[config.mk]
export PLATFORM = sky130hd
export DESIGN_NAME = regfile_scoreboard
export DESIGN_NICKNAME = d
export VERILOG_FILES = /design/src/rtl/regfile_scoreboard.sv
export SDC_FILE = /design/constraint.sdc
export NUM_CORES = 2
export LEC_CHECK = 0
export CORE_MARGIN = 8
export CORE_UTILIZATION = 30
export CTS_CLUSTER_DIAMETER = 120
export DETAILED_ROUTE_END_ITERATION = 8
export SYNTH_ARGS = -nofsm -noshare
export SYNTH_HDL_FRONTEND = slang
export SYNTH_SLANG_ARGS = --single-unit
[constraint.sdc]
create_clock -name clk -period 2.8 [get_ports clk]
set_input_delay 0.56 -clock clk [delete_from_list [all_inputs] [get_ports clk]]
set_output_delay 0.56 -clock clk [all_outputs]
set_load 0.1 [all_outputs]
[src/rtl/regfile_scoreboard.sv]
// Multi-read-port register file with a per-register pending-write scoreboard.
// Optional same-cycle write-to-read bypass is enabled by defining REGFILE_BYPASS_EN.
`ifndef WORD_SIZE
`define WORD_SIZE 32
`endif
`ifndef NUM_REGISTERS
`define NUM_REGISTERS 32
`endif

module regfile_scoreboard #(
    parameter int  WORD_SIZE  = `WORD_SIZE,
    parameter int  COUNT      = `NUM_REGISTERS,
    parameter int  READ_PORTS = 2,
    parameter int  ZERO_REG   = 0,
    localparam int COUNT_BITS = $clog2(COUNT),
    localparam int CNT_BITS   = $clog2(COUNT + 1)
) (
    input  logic                               clk,
    input  logic                               rst_n,
    input  logic                               wr_en,
    input  logic [COUNT_BITS-1:0]              wr_idx,
    input  logic [WORD_SIZE-1:0]               wr_data,
    input  logic                               rsv_en,
    input  logic [COUNT_BITS-1:0]              rsv_idx,
    output logic                               rsv_ready,
    input  logic [READ_PORTS*COUNT_BITS-1:0]   rd_idx,
    output logic [READ_PORTS*WORD_SIZE-1:0]    rd_data,
    output logic [READ_PORTS-1:0]              rd_busy,
    output logic [CNT_BITS-1:0]                pending_count
);

    localparam logic [COUNT_BITS:0]   COUNT_EXT = (COUNT_BITS + 1)'(COUNT);
    localparam logic [COUNT_BITS-1:0] IDX_ZERO  = {COUNT_BITS{1'b0}};
    localparam bit                    ZERO_EN   = (ZERO_REG != 0);

    // An index is live when it addresses a real, writable register.
    function automatic logic idx_live(input logic [COUNT_BITS-1:0] idx);
        return ({1'b0, idx} < COUNT_EXT) && !(ZERO_EN && (idx == IDX_ZERO));
    endfunction

    logic [WORD_SIZE-1:0]  data_q [COUNT];
    logic [WORD_SIZE-1:0]  data_d [COUNT];
    logic [COUNT-1:0]      busy_q;
    logic [COUNT-1:0]      busy_d;
    logic [CNT_BITS-1:0]   cnt_q;
    logic [CNT_BITS-1:0]   cnt_d;

    logic                  wr_live_s;
    logic                  wr_busy_s;
    logic                  rsv_live_s;
    logic                  rsv_busy_s;
    logic                  rsv_ready_s;
    logic                  rsv_acc_s;
    logic                  same_idx_s;
    logic                  cnt_inc_s;
    logic                  cnt_dec_s;
    logic [COUNT-1:0]      wr_hit_s;
    logic [COUNT-1:0]      rsv_hit_s;

    logic [COUNT_BITS-1:0] rd_sel_s [READ_PORTS];
    logic [READ_PORTS-1:0] byp_hit_s;

    // Scoreboard decode: reservation acceptance and pending-counter deltas.
    always_comb begin
        wr_live_s  = wr_en & idx_live(wr_idx);
        rsv_live_s = idx_live(rsv_idx);
        same_idx_s = (wr_idx == rsv_idx);
        if (wr_live_s) begin
            wr_busy_s = busy_q[wr_idx];
        end else begin
            wr_busy_s = 1'b0;
        end
        if (rsv_live_s) begin
            rsv_busy_s = busy_q[rsv_idx];
        end else begin
            rsv_busy_s = 1'b0;
        end
        rsv_ready_s = ~rsv_busy_s | (wr_en & same_idx_s);
        rsv_acc_s   = rsv_en & rsv_ready_s & rsv_live_s;
        cnt_inc_s   = rsv_acc_s & ~rsv_busy_s;
        // A write that clears a bit re-set by a same-index reservation is not a release.
        cnt_dec_s   = wr_live_s & wr_busy_s & ~(rsv_acc_s & same_idx_s);
        cnt_d       = cnt_q + CNT_BITS'(cnt_inc_s) - CNT_BITS'(cnt_dec_s);
    end

    // Per-register next state; a same-cycle reservation overrides the write's busy clear.
    always_comb begin
        for (int i = 0; i < COUNT; i++) begin
            wr_hit_s[i]  = wr_live_s & (wr_idx == COUNT_BITS'(i));
            rsv_hit_s[i] = rsv_acc_s & (rsv_idx == COUNT_BITS'(i));
            if (wr_hit_s[i]) begin
                data_d[i] = wr_data;
            end else begin
                data_d[i] = data_q[i];
            end
            if (rsv_hit_s[i]) begin
                busy_d[i] = 1'b1;
            end else if (wr_hit_s[i]) begin
                busy_d[i] = 1'b0;
            end else begin
                busy_d[i] = busy_q[i];
            end
        end
    end

    // State registers.
    always_ff @(posedge clk or negedge rst_n) begin
        if (!rst_n) begin
            for (int i = 0; i < COUNT; i++) begin
                data_q[i] <= {WORD_SIZE{1'b0}};
            end
            busy_q <= {COUNT{1'b0}};
            cnt_q  <= {CNT_BITS{1'b0}};
        end else begin
            for (int i = 0; i < COUNT; i++) begin
                data_q[i] <= data_d[i];
            end
            busy_q <= busy_d;
            cnt_q  <= cnt_d;
        end
    end

    // Combinational read ports, with optional forwarding of the in-flight write.
    always_comb begin
        rd_data = {(READ_PORTS*WORD_SIZE){1'b0}};
        rd_busy = {READ_PORTS{1'b0}};
        for (int p = 0; p < READ_PORTS; p++) begin
            rd_sel_s[p] = rd_idx[p*COUNT_BITS +: COUNT_BITS];
`ifdef REGFILE_BYPASS_EN
            byp_hit_s[p] = wr_live_s & (wr_idx == rd_sel_s[p]);
`else
            byp_hit_s[p] = 1'b0;
`endif
            if (byp_hit_s[p]) begin
                rd_data[p*WORD_SIZE +: WORD_SIZE] = wr_data;
                rd_busy[p]                        = 1'b0;
            end else if (idx_live(rd_sel_s[p])) begin
                rd_data[p*WORD_SIZE +: WORD_SIZE] = data_q[rd_sel_s[p]];
                rd_busy[p]                        = busy_q[rd_sel_s[p]];
            end else begin
                rd_data[p*WORD_SIZE +: WORD_SIZE] = {WORD_SIZE{1'b0}};
                rd_busy[p]                        = 1'b0;
            end
        end
    end

    assign rsv_ready     = rsv_ready_s;
    assign pending_count = cnt_q;

endmodule
==> After elaboration in Yosys (flattened, before gate mapping) <==
Index checks and enable logic that the tools add are counted.
{ "op_classes": {"n_addsub": 2, "order_cmp": 6, "eq_ne": 63, "mux": 79, "n_bitwise": 75, "n_reduce_logical": 34} }
{ "ops": {"columns": ["operator", "count"], "rows": [
  ["32-bit binary-select mux with 5-bit select", 2],
  ["5-bit == test (second input constant)", 32],
  ["32-bit 2-to-1 mux", 4],
  ["5-bit by 4-bit == test with 1-bit output (second input constant)", 16],
  ["1-bit bitwise AND", 70],
  ["1-bit 2-to-1 mux", 69],
  ["2-bit nonzero test", 32],
  ["5-bit by 3-bit == test with 1-bit output (second input constant)", 8],
  ["5-bit by 6-bit less-than comparator with 1-bit output (second input constant)", 4],
  ["1-bit binary-select mux with 5-bit select", 4],
  ["5-bit by 2-bit == test with 1-bit output (second input constant)", 4],
  ["6-bit greater-or-equal comparator (second input constant)", 2],
  ["5-bit NOT with 6-bit output", 2],
  ["5-bit by 1-bit == test with 1-bit output (second input constant)", 2],
  ["5-bit logical NOT", 2],
  ["6-bit by 1-bit adder with 6-bit output", 1],
  ["6-bit by 1-bit subtractor with 6-bit output", 1],
  ["5-bit == test", 1],
  ["1-bit NOT", 2],
  ["1-bit bitwise OR", 1]
]} }
{ "word_totals": {"reg_bits": 1062, "word_cells": 324} }

==> Depth between registers and ports, before layout <==
{ "depth": {"depth_word": 9, "ltp_mapped": 14} }

==> Least setup slack after synthesis <==
No wires, ideal clock.
{ "synth_timing": {"kind": "input -> register", "start": "input wr_idx[0]", "end": "register cnt_q[4] (netlist: pending_count[4])", "setup_ns": 0.080, "arrival_time_ns": 3.540, "required_time_ns": 2.720, "path_slack_ns": -0.820, "stages": 13, "n_path_buf": 2, "path_cell_list": "buf_2 -> buf_2 -> mux4_2 -> mux4_2 -> mux2i_1 -> a211oi_1 -> ha_1 -> inv_1 -> ha_1 -> fa_1 -> a21o_1 -> a21oi_1 -> xnor2_1"} }
{ "synth_between": {"elab_chain_len": 8} }
{ "synth_lines": {"columns": ["item", "line", "text"], "rows": [
  ["start: declaration", "21", "input logic [COUNT_BITS-1:0] wr_idx,"],
  ["branches (longest 7 deep; another with 6-bit by 1-bit adder with 6-bit output)", null, null],
  ["6-bit by 1-bit subtractor with 6-bit output (*)", "83", "cnt_d = cnt_q + CNT_BITS'(cnt_inc_s) - CNT_BITS'(cnt_dec_s);"],
  ["named net cnt_d[4]", "46", "logic [CNT_BITS-1:0] cnt_d;"],
  ["end signal: assignment", "113", "cnt_q <= {CNT_BITS{1'b0}};"],
  ["end signal: assignment", "119", "cnt_q <= cnt_d;"],
  ["end: declaration", "45", "logic [CNT_BITS-1:0] cnt_q;"]
]} }
Mark *: on every way through the listed nets, which the timed path passes. The select of a mux whose other input is x is not followed.
A chain may end at the register's enable or synchronous reset.

==> Final worst setup path <==
{ "layout_timing": {"start": "register busy_q[20]", "end": "output rd_busy[0]"} }
{ "layout_between": {"elab_chain_len": 2} }
{ "layout_lines": {"columns": ["item", "line", "text"], "rows": [
  ["start: declaration", "43", "logic [COUNT-1:0] busy_q;"],
  ["start signal: assignment", "112", "busy_q <= {COUNT{1'b0}};"],
  ["start signal: assignment", "118", "busy_q <= busy_d;"],
  ["1-bit binary-select mux with 5-bit select", "139", "rd_busy[p] = busy_q[rd_sel_s[p]];"],
  ["1-bit 2-to-1 mux (implied by the code)", "139", null],
  ["end: declaration", "28", "output logic [READ_PORTS-1:0] rd_busy,"]
]} }
Every way passes these cells. The select of a mux whose other input is x is not followed.

==> results.py <==
metrics = {
    "outcome": {
        "outcome": "finished with violations",
        "violations": "negative setup slack",
    },
    "placed_design": {
        "place.gp.congestion": 0.875,
        "io_buffer_count": 128,
        "place_hpwl_mm": 119,
    },
    "die": {
        "die_w_um": 452,
        "dieArea_um2": 204000,
        "die_h_um": 452,
        "initial_core_util_pct": 30.1,
        "core-area_um2": 190000,
        "rows": 160,
        "io_pins": 129,
    },
    "clock_tree": {
        "clk_latency_ps": 730,
        "numCtsBuffers": 115,
        "cts-root-buf": "clkbuf_16",
        "cts.htree.levels": 3,
        "cts_buffer_depth": 3,
        "cts.sinks": 1062,
        "cts.clk_slew.worst_paths_ps": 60,
        "cts_tree": "built",
    },
    "critical_path": {
        "critPathArrivalTime_ps": 2800,
        "worstPathCellList": "buf_6, buf_6, mux4_2, mux4_2, mux2_4, buf_12",
        "cp_max_fo": 2,
        "crit_path_top_delay_cell": "mux4_2",
        "path_class": "reg2out",
        "cp_data_required_time_ps": 2240,
        "worst_setup_path_start_kind": "register",
        "endpoint_kind": "primary output",
        "max_stage_delay_ps": 490,
    },
    "global_route": {
        "grt_pass1_wl_mm": 266,
        "grt_max_degree": 97,
        "grt_usage_pct": 17.4,
        "grt_overflow_total": 0,
        "antenna_found_initial": 3,
        "grt_pass1_vias": 37139,
    },
    "synth": {
        "netlist.area_leader.share_pct": 46.6,
        "synth_ff_type": "dfrtp_1",
        "ys_seq_area_share_pct": 46.6,
        "synthCells": 3384,
        "synth_cell_types": 55,
        "synth_edf_count": 0,
        "syn_area_um2": 57000,
        "synth_nets": 3447,
        "synth_area_leaders": "dfrtp_1 (47%), mux4_2 (27%), mux2_2 (22%)",
        "yosys_warnings": 0,
        "syn-mean-instance-area_um2": 16.8,
        "synth_top_cell_by_area": "dfrtp_1",
        "synth-seq-cells": 1062,
        "async_flop_share_pct": 100,
    },
    "pwr": {
        "power.density_nw_per_um2": 728,
        "p_total_uw": 52100,
        "vdd_drop_max_uv": 559,
        "p_leak_uw": 0.0303,
    },
    "routing": {
        "vias": 34631,
        "wl_mm": 179,
        "drtIter0Drc": 2433,
        "viasPerCell": 5.43,
        "wl_per_cell_um": 28.1,
        "firstDrtPassIters": 5,
        "post-route-drc-count": 0,
        "ant_nets": 0,
    },
    "timing": {
        "period_minus_slack_ps": 3360,
        "finalMaxSlewViolations": 0,
        "setup_viol": 72,
        "hold_viol_final": 0,
        "fin_crit_sh_pct": 120,
        "fmax_mhz": 297,
        "fin_skew_ps": 10.9,
        "maxSlewHeadroom_pct": 33.1,
        "setup_ws_ps": -562,
        "rsz0062_at_grt": "yes",
        "tightestPinTransition_ps": 996,
    },
    "cells_and_area": {
        "area_growth_pct": 25.4,
        "drive_gt1_share_pct": 67.4,
        "final_core_util_pct": 37.7,
        "nets": 3825,
    },
    "job": {
        "drv_cap": 0,
    },
    "min_path": {
        "min_path_type": "in2async",
    },
}
## Yosys cell counts (all sizes together) (2+ instances only)
library cell	n
mux2	1096
dfrtp	1062
mux4	672
clkbuf	185
buf	184
a32o	27
inv	26
nor2	20
nand2	17
nor3	13
mux2i	9
nor2b	8
xnor2	7
ha	6
nand2b	6
a31o	5
and3	5
a21oi	3
nand3	3
xor2	3
a21o	2
and2	2
nor4	2
o31ai	2
or2	2
## cell type report
class | count | area [um2]
Timing Repair Buffer | 631 | 8430
Multi-Input combinational cell | 1925 | 29200
Antenna cell | 2 | 5.00
Fill cell | 17341 | 118000
Tap cell | 2511 | 3140
Sequential cell | 1062 | 26600
Clock buffer | 175 | 3470
Clock inverter | 41 | 559
Inverter | 27 | 103
## worst paths after layout
path	start	slack, ps	end	cells after the start
max	busy_q[20]$_DFFE_PN0P_	-560	rd_busy[0]	6
min	rst_n	420	data_q[218]$_DFFE_PN0P_	2
max reg2reg	busy_q[31]$_DFFE_PN0P_	-330	pending_count[4]$_DFF_PN0_	12
min reg2reg	data_q[50]$_DFFE_PN0P_	520	data_q[50]$_DFFE_PN0P_	1
max in group asynchronous	rst_n	1420	data_q[545]$_DFFE_PN0P_	3
min in group clk	data_q[50]$_DFFE_PN0P_	520	data_q[50]$_DFFE_PN0P_	1
## flip-flops by register name, indices dropped and copies added (netlist names)
name           cells
busy_q            32
data_q          1024
pending_count      6
## metal layers
layer	vias to the layer above	share of wire [%]	global-route usage [%]	routed length [um]
met4	0	3.8	5.91	6810
met1	19124	41	22.7	73900
met5	-	0	0	0
met3	341	5.2	3.06	9250
li1	14148	-	-	-
met2	1018	50	29.3	89000
## placed cells by master (no fill, tap or decap), types with 24 or more instances in the layout
cell                n
buf_4             299
clkbuf_1           26
clkbuf_16         119
buf_12            246
mux2_4             66
clkbuf_8           32
mux2_2           1029
clkdlybuf4s50_1    43
mux4_2            672
dfrtp_1          1062
a32o_1             27
inv_1              24
## worst max-delay path, delay by kind of cell (launching register included)
kind | cells | cell delay, ps
multiplexers | 3 | 1260
flip-flops | 1 | 410
buffers and inverters | 3 | 400
## power breakdown
part           leakage [uW]  internal [uW]  switching [uW]
Combinational        0.0147           8480            6810
Clock               0.00198           9610            6590
Sequential           0.0136          18400            2160
Total                0.0303          36500           15600
## per-stage QoR
stage               worst slack (ps)  TNS, ps  instances  hold WS, ps  cell area (um2)
floorplan                       -444    -8670       3384          264            58200
global placement               -1070  -157860       6104          500            66600
detailed placement             -1080  -167610       6104          510            66600
CTS                             -599   -30460       6357          384            71200
global route                    -619   -32270       6373          399            71500
finish                          -562   -27030       6374          422            71500
## logic make-up after synthesis
kind of cell / synth area share (%)
multiplexers: 48.4
flip-flops: 46.6
buffers and inverters: 3.12
AND/OR/NAND/NOR: 0.808
AO/OA/AOI/OAI: 0.766
XOR/XNOR: 0.154
adder cells (fa/ha/maj): 0.167
## repair_timing
action	CTS	global route
gates resized for setup	31	23
pin swaps	8	6
buffers inserted	29	15
hold endpoints to repair	16	0
gates cloned	7	2
endpoints found under the setup margin	70	72
hold buffers	1	0
No activity file was read; power rests on OpenSTA's default activity.
